File: src/rtl/sram_rw_port_ctrl.sv
// Initiator-side controller for a single-port masked-write SRAM macro: request
// channel in, macro RW0 port out, buffered in-order read responses back.
module sram_rw_port_ctrl #(
  parameter int ADDR_W        = 8,
  parameter int DATA_W        = 8,
  parameter int MASK_W        = 4,
  parameter int RESP_DEPTH    = 3,
  parameter bit INIT_ON_RESET = 1'b1
) (
  input  logic              clock,
  input  logic              reset,
  input  logic              req_valid,
  output logic              req_ready,
  input  logic              req_write,
  input  logic [ADDR_W-1:0] req_addr,
  input  logic [DATA_W-1:0] req_wdata,
  input  logic [MASK_W-1:0] req_wmask,
  output logic              resp_valid,
  input  logic              resp_ready,
  output logic [DATA_W-1:0] resp_rdata,
  output logic              init_done,
  output logic [ADDR_W-1:0] sram_addr,
  output logic              sram_en,
  output logic              sram_wmode,
  output logic [MASK_W-1:0] sram_wmask,
  output logic [DATA_W-1:0] sram_wdata,
  input  logic [DATA_W-1:0] sram_rdata
);

  localparam int PTR_W = (RESP_DEPTH > 1) ? $clog2(RESP_DEPTH) : 1;
  localparam int OCC_W = $clog2(RESP_DEPTH + 2);
  localparam logic [OCC_W-1:0] DEPTH_L   = OCC_W'(RESP_DEPTH);
  localparam logic [PTR_W-1:0] LAST_SLOT = PTR_W'(RESP_DEPTH - 1);

  typedef enum logic {
    ST_INIT,
    ST_RUN
  } state_t;

  state_t            state_reg, state_next;
  logic [ADDR_W-1:0] init_ptr_reg, init_ptr_next;
  logic              init_done_reg, init_done_next;
  logic              inflight_reg;

  logic [DATA_W-1:0] fifo_mem [RESP_DEPTH];
  logic [PTR_W-1:0]  wr_ptr_reg, rd_ptr_reg;
  logic [OCC_W-1:0]  occ_reg;
  logic [OCC_W-1:0]  pending;

  logic accept;
  logic push;
  logic pop;

  function automatic logic [PTR_W-1:0] next_slot(input logic [PTR_W-1:0] p);
    return (p == LAST_SLOT) ? '0 : p + 1'b1;
  endfunction

  // Reads accepted but not yet handed back; the FIFO always has room for them.
  assign pending   = occ_reg + OCC_W'(inflight_reg);
  assign req_ready = init_done_reg && !reset && (pending < DEPTH_L);
  assign accept    = req_valid && req_ready;

  assign push       = inflight_reg;
  assign resp_valid = (occ_reg != '0);
  assign pop        = resp_valid && resp_ready;
  assign resp_rdata = resp_valid ? fifo_mem[rd_ptr_reg] : '0;
  assign init_done  = init_done_reg;

  always_comb begin
    state_next     = state_reg;
    init_ptr_next  = init_ptr_reg;
    init_done_next = init_done_reg;
    sram_en        = 1'b0;
    sram_wmode     = 1'b0;
    sram_addr      = '0;
    sram_wmask     = '0;
    sram_wdata     = '0;
    case (state_reg)
      ST_INIT: begin
        if (!reset) begin
          sram_en       = 1'b1;
          sram_wmode    = 1'b1;
          sram_wmask    = '1;
          sram_addr     = init_ptr_reg;
          init_ptr_next = init_ptr_reg + 1'b1;
          if (init_ptr_reg == '1) begin
            state_next     = ST_RUN;
            init_done_next = 1'b1;
          end
        end
      end
      ST_RUN: begin
        init_done_next = 1'b1;
        if (accept) begin
          sram_en    = 1'b1;
          sram_wmode = req_write;
          sram_addr  = req_addr;
          sram_wmask = req_wmask;
          sram_wdata = req_wdata;
        end
      end
      default: state_next = ST_RUN;
    endcase
  end

  always_ff @(posedge clock) begin
    if (reset) begin
      state_reg     <= INIT_ON_RESET ? ST_INIT : ST_RUN;
      init_ptr_reg  <= '0;
      init_done_reg <= 1'b0;
      inflight_reg  <= 1'b0;
      wr_ptr_reg    <= '0;
      rd_ptr_reg    <= '0;
      occ_reg       <= '0;
    end else begin
      state_reg     <= state_next;
      init_ptr_reg  <= init_ptr_next;
      init_done_reg <= init_done_next;
      inflight_reg  <= accept && !req_write;
      if (push) begin
        wr_ptr_reg <= next_slot(wr_ptr_reg);
      end
      if (pop) begin
        rd_ptr_reg <= next_slot(rd_ptr_reg);
      end
      occ_reg <= occ_reg + OCC_W'(push) - OCC_W'(pop);
    end
  end

  // Storage needs no reset: occupancy alone decides what is visible.
  always_ff @(posedge clock) begin
    if (push && !reset) begin
      fifo_mem[wr_ptr_reg] <= sram_rdata;
    end
  end

endmodule

File: config.mk
export PLATFORM = sky130hd
export DESIGN_NAME = sram_rw_port_ctrl
export DESIGN_NICKNAME = d
export VERILOG_FILES = /design/src/rtl/sram_rw_port_ctrl.sv
export SDC_FILE = /design/constraint.sdc
export NUM_CORES = 1
export LEC_CHECK = 0
export BUFFER_PORTS_ARGS = -buffer_cell sky130_fd_sc_hd__buf_2
export CAP_MARGIN = 20
export CORE_MARGIN = 2
export CORE_UTILIZATION = 54
export CTS_CLUSTER_DIAMETER = 100
export DETAILED_ROUTE_END_ITERATION = 8
export GPL_ROUTABILITY_DRIVEN = 0
export GPL_TIMING_DRIVEN = 0
export HOLD_SLACK_MARGIN = 0.05
export PLACE_DENSITY = 0.85
export SLEW_MARGIN = 0
export SYNTH_ARGS = -nofsm -noshare
export SYNTH_HDL_FRONTEND = slang
export SYNTH_SLANG_ARGS = --single-unit
File: constraint.sdc
create_clock -name clock -period 5 [get_ports clock]
set_clock_uncertainty 0.1 [all_clocks]
set_input_delay 0.25 -clock clock [delete_from_list [all_inputs] [get_ports clock]]
set_output_delay 0.25 -clock clock [all_outputs]
set_load 0.01 [all_outputs]
==> impl_metrics.ini, run 1 <==
[pwr]
ir_worst_vdd_uv = 183
p_per_area_mw_per_mm2 = 340
total_power_uw = 862
power.leakage_uw = 0.00110

[setup_path]
r2r-end = occ_reg[2]
worstPathRequired_ns = 4.65
critical_path.startpoint_type = flop
end_kind = primary output
r2r_cells = 6
reg2reg_slack_ns = 3.22
r2r-start = occ_reg[2]
critPathArrivalTime_ns = 2.24
crit_type = flop to primary output
cp_max_fo = 10

[die]
fp.dieH_um = 64.8
core_mm2 = 0.00361
io_pins = 66
initial_utilization_pct = 55.3
fp.dieArea_mm2 = 0.00420
row_count = 22
die_x_um = 64.8

[cts]
cts_root_buffer = clkbuf_8
htree_levels = 2
cts.clk_slew.worst_paths_ns = 0.08
cts_tree = built
post-cts-setup-buffer-count = 0
clkSinkCount = 44
clk_latency_ns = 0.29
cts.repair.resized = 0
cts.path.max_buffers = 2
cts_inserted_buffers = 5

[synth]
ys_seq_area_share_pct = 56.2
yosys_warnings = 0
synth.distinct_cells = 34
syn_nets = 206
syn_avg_cell_area_um2 = 11.9
ys_ff_latch = 44
synth_area_mm2 = 0.00200
syn_inst = 168

[layout]
n_antenna_cell = 0
syn_to_final_growth_pct = 27.1
layout.nets = 283
layout_common_cells = 67 x buf_2, 24 x edfxtp_1, 22 x nor2_1, 20 x dfxtp_1, 10 x mux2i_1
multi_input_area_um2 = 810
final_common_cell = buf_2
seq_area_mm2 = 0.00112
n_fill_cell = 278
drive_above_1_share_pct = 37.0
largest_reg_flops = 24

[grt]
grt_pass1_vias = 1416
grt_pass1_wl_mm = 6.11
grt_overflow = 0
antenna_found_initial = 0
grt_max_degree = 14
track_usage_pct = 19.5

[timing]
finalCriticalPeriod_ns = 2.59
setup_ws_ns = 2.41
post-route-period-util_pct = 51.8
worst_pin_slew_ns = 0.711
setup_tns_ns = 0
setup_viol_count_final = 0
drv_slew = 0
maxSlewHeadroom_pct = 52.3
max_freq_mhz = 386
rsz0062_at_grt = no
hold_viol = 0

[placed_design]
place_ws_ns = 2.73
place_hpwl_mm = 2.86
io_buffers = 65

[status]
status = finished clean

[routing]
detail_route.wl_per_cell_um = 13.2
dr.first_iter.drc_count = 36
post-route-drc-count = 0
viasPerCell = 5.04
vias = 1481
final_antenna_net_count = 0
wl_mm = 3.89
drt_pass1_iterations = 4

[flow_run]
drv_cap = 0

[min_path]
whs_endpoint = fifo_mem[2][4]
hp-class = input port to flop
hold_path.startpoint = sram_rdata[4]
holdPathStages = 1
[worst max-delay path by stage]
stage                      start            end  slack (ns)  cells past startpoint
floorplan           inflight_reg   sram_addr[0]        2.96                      6
global placement    inflight_reg  sram_wdata[0]        2.74                      7
detailed placement  inflight_reg  sram_wdata[0]        2.73                      7
CTS                 inflight_reg  sram_wdata[0]        2.38                      7
global route        inflight_reg   sram_addr[5]        2.25                      7
finish              inflight_reg  sram_wdata[0]        2.41                      7
[critical path: stages, from the launching register on]
cell       delay [ns]
dfxtp_1          0.37
ha_1             0.22
ha_1             0.21
xor2_2           0.21
a2111oi_4        0.48
buf_6            0.19
and2_1           0.13
buf_2            0.12
[per-stage QoR]
step                hold slack, ns  std cells  instance area (um^2)  utilization [%]
global route                0.0503        294                  2540             70.4
finish                      0.0623        294                  2540             70.4
detailed placement           0.354        283                  2400             66.4
CTS                         0.0519        293                  2530             70.2
floorplan                    0.249        168                  2000                -
global placement             0.351        281                  2380             66.0
[area by class of cell]
cell class | instances | area share (%)
repair buffers | 70 | 14.4
well taps | 48 | 2.37
clock inverters | 2 | 1.33
multi-input cells | 111 | 31.9
clock buffers | 6 | 3.25
plain buffers | 8 | 1.82
flip-flops and latches | 44 | 44.2
inverters | 5 | 0.740
[synth_stat cells (all sizes together)]
| master | instances | share of area, % |
|---|---|---|
| or2 | 1 | 0.31 |
| inv | 5 | 0.94 |
| edfxtp | 24 | 36 |
| a22o | 8 | 3.5 |
| xnor2 | 2 | 0.88 |
| or3 | 3 | 0.94 |
| mux2i | 10 | 5.0 |
| a21o | 5 | 1.9 |
| mux2 | 9 | 5.1 |
| o31ai | 2 | 0.75 |
| nand3 | 2 | 0.50 |
| nand2b | 3 | 0.94 |
| ha | 5 | 3.1 |
| dfxtp | 20 | 20 |
| nand3b | 1 | 0.38 |
| nor2b | 2 | 0.63 |
| o21ai | 2 | 0.50 |
| xor2 | 4 | 2.1 |
| o21ba | 1 | 0.50 |
| a21oi | 6 | 1.5 |
| a2111oi | 1 | 1.4 |
| and3 | 1 | 0.31 |
| nor2 | 22 | 4.1 |
| a211oi | 1 | 0.38 |
| nand4b | 2 | 0.88 |
| nor3 | 3 | 0.75 |
| nand2 | 5 | 0.94 |
| or4 | 1 | 0.38 |
| clkbuf | 5 | 0.94 |
| nand4 | 1 | 0.31 |
| buf | 3 | 1.4 |
| and2 | 8 | 2.5 |
[power breakdown]
part | switching [uW] | internal, uW | leakage (uW)
Clock | 110 | 161 | 0.0000588
Combinational | 99.6 | 85.5 | 0.000662
Sequential | 12.0 | 395 | 0.000378
Total | 221 | 641 | 0.00110
[kinds of logic (layout without fill, tap and decap cells)]
| kind of cell | Yosys count | count (layout) | share of synthesized area (%) |
|---|---|---|---|
| compound gates | 26 | 26 | 10.4 |
| xor+xnor | 6 | 6 | 3.01 |
| fa+ha+maj | 5 | 5 | 3.13 |
| buf+inv | 13 | 91 | 3.26 |
| flops | 44 | 44 | 56.2 |
| mux | 19 | 19 | 10.1 |
| simple gates | 55 | 55 | 13.9 |
[layer usage]
metal,wire [um],up-vias,global-route usage (%)
met5,0,-,0
met1,1530,678,20.7
met3,237,5,5.90
met4,45,0,7.71
li1,-,751,-
met2,2080,47,35.6
[repair_timing]
item	4_1_cts	5_1_grt
hold endpoints to repair	6	0
hold buffers	2	0
setup endpoints to repair	0	0
(Power assumes the default switching activity.)
==> run 2: changes to the inputs <==
--- a/config.mk
+++ b/config.mk
@@ -8,13 +8,13 @@
 export BUFFER_PORTS_ARGS = -buffer_cell sky130_fd_sc_hd__buf_2
 export CAP_MARGIN = 20
 export CORE_MARGIN = 2
-export CORE_UTILIZATION = 54
+export CORE_UTILIZATION = 50
 export CTS_CLUSTER_DIAMETER = 100
 export DETAILED_ROUTE_END_ITERATION = 8
 export GPL_ROUTABILITY_DRIVEN = 0
 export GPL_TIMING_DRIVEN = 0
 export HOLD_SLACK_MARGIN = 0.05
-export PLACE_DENSITY = 0.85
+export PLACE_DENSITY = 0.79
 export SLEW_MARGIN = 0
 export SYNTH_ARGS = -nofsm -noshare
 export SYNTH_HDL_FRONTEND = slang
==> constraint.sdc (replaced) <==
create_clock -name clock -period 2.7 [get_ports clock]
set_clock_uncertainty 0.1 [all_clocks]
set_input_delay 0.135 -clock clock [delete_from_list [all_inputs] [get_ports clock]]
set_output_delay 0.135 -clock clock [all_outputs]
set_load 0.01 [all_outputs]
==> impl_metrics.ini, run 2 (same netlist as run 1, synthesis figures left out) <==
[grt]
grt_max_degree = 15
grt_pass1_wl_mm = 5.98
track_usage_pct = 17.7
antenna_found_initial = 0
grt_pass1_vias = 1433
grt_overflow = 0

[layout]
syn_to_final_growth_pct = 30.0
n_antenna_cell = 0
drive_above_1_share_pct = 36.1
largest_reg_flops = 24
layout.nets = 289
final_common_cell = buf_2
layout_common_cells = 66 x buf_2, 24 x edfxtp_1, 22 x nor2_1, 20 x dfxtp_1, 10 x mux2i_1

[timing]
worst_hold_slack_ns = 0.0834
post-route-period-util_pct = 91.3
setup_tns_ns = 0
drv_slew = 0
finalCriticalPeriod_ns = 2.47
hold_viol = 0
worst_pin_slew_ns = 1.08
setup_viol_count_final = 0
max_freq_mhz = 406
rsz0062_at_grt = no
maxSlewHeadroom_pct = 27.2

[setup_path]
cp_max_fo = 10
cp_common_cell = ha_1
r2r-start = occ_reg[2]
r2r_cells = 6
worstPathRequired_ns = 2.47
crit_chain = ha_1 -> ha_1 -> xor2_2 -> a2111oi_4 -> buf_6 -> a22o_1 -> buf_2
crit_end = sram_addr[0]
slowest_stage = a2111oi_4
crit_type = flop to primary output
r2r-end = occ_reg[2]
reg2reg_slack_ns = 0.91
end_kind = primary output
critPathArrivalTime_ns = 2.23
crit_start = inflight_reg
critical_path.startpoint_type = flop
slowest_delay_ns = 0.49

[pwr]
p_comb_share_pct = 21.8
p_per_area_mw_per_mm2 = 609
p_int_uw = 1170
pwr-share-clk_pct = 30.6
ir_worst_vdd_uv = 468
power.leakage_uw = 0.00112
p_switching_uw = 415
seqPwrFrac_pct = 47.6
switching_share_pct = 26.3
total_power_uw = 1580

[cts]
cts.repair.resized = 0
cts.clk_slew.worst_paths_ns = 0.08
cts_root_buffer = clkbuf_8
htree_levels = 2
clk_latency_ns = 0.29
cts.path.max_buffers = 2
post-cts-setup-buffer-count = 0
cts_inserted_buffers = 5
clkSinkCount = 44
cts_tree = built

[min_path]
hp-class = input port to flop
holdPathStages = 3

[die]
core_mm2 = 0.00374
io_pins = 66
initial_utilization_pct = 53.3
row_count = 22
fp.dieH_um = 67.2
die_x_um = 67.2
fp.dieArea_mm2 = 0.00451

[routing]
wl_mm = 3.78
vias = 1518
drt_pass1_iterations = 4
viasPerCell = 5.06
final_antenna_net_count = 0
dr.first_iter.drc_count = 45
post-route-drc-count = 0
detail_route.wl_per_cell_um = 12.6

[flow_run]
drv_cap = 0

[status]
status = finished clean

[placed_design]
place_hpwl_mm = 2.81
io_buffers = 65
## run 2: final cells by class
type | instances | area (um^2)
multi-input cells | 111 | 810
fillers | 302 | 1150
repair buffers | 76 | 428
inverters | 5 | 18.8
plain buffers | 8 | 46.3
well taps | 48 | 60.1
flip-flops and latches | 44 | 1120
clock buffers | 5 | 68.8
clock inverters | 3 | 42.5
## run 2: critical path, delay by kind of cell (launching register included)
kind	cells	cell delay, ns
AOI/OAI and AO/OA	2	0.61
adders and majority gates	2	0.43
DFF	1	0.36
buffers and inverters	2	0.33
xor gates and xnor gates	1	0.21
## run 2: power groups by stage
stage | logic [uW] | clock network [uW] | registers, uW
finish | 345 | 483 | 752
global route | 386 | 525 | 756
detailed placement | 338 | 0 | 768
floorplan | 218 | 0 | 763
CTS | 351 | 491 | 753
global placement | 330 | 0 | 766
## run 2: how the worst min path moves through the flow
stage,from,slack [ns],to
after floorplan,sram_rdata[0],0.13,fifo_mem[0][0]
after global placement,sram_rdata[5],0.24,fifo_mem[2][5]
after detailed placement,sram_rdata[5],0.24,fifo_mem[2][5]
after global routing,req_write,0.09,inflight_reg
after CTS,req_write,0.08,inflight_reg
final,req_write,0.08,inflight_reg
## run 2: timing repair
| item | in CTS | in global routing |
|---|---|---|
| hold buffers | 9 | 0 |
| setup endpoints to repair | 0 | 0 |
| hold endpoints to repair | 25 | 0 |
## run 2: through the flow
stage | area, um^2 | util (%) | instances | setup slack (ns)
2_1_floorplan | 2000 | - | 168 | 0.780
3_3_place_gp | 2380 | 63.6 | 281 | 0.551
3_5_place_dp | 2390 | 63.8 | 282 | 0.528
4_1_cts | 2590 | 69.2 | 299 | 0.207
5_1_grt | 2590 | 69.3 | 300 | 0.104
6_report | 2590 | 69.3 | 300 | 0.234
## run 2: metal layers
layer | share of wire (%) | wire (um) | track usage, %
met1 | 43 | 1640 | 21.0
met5 | 0 | 0 | 0
met2 | 51 | 1930 | 32.1
met4 | 0.95 | 36 | 4.59
met3 | 4.8 | 182 | 4.00
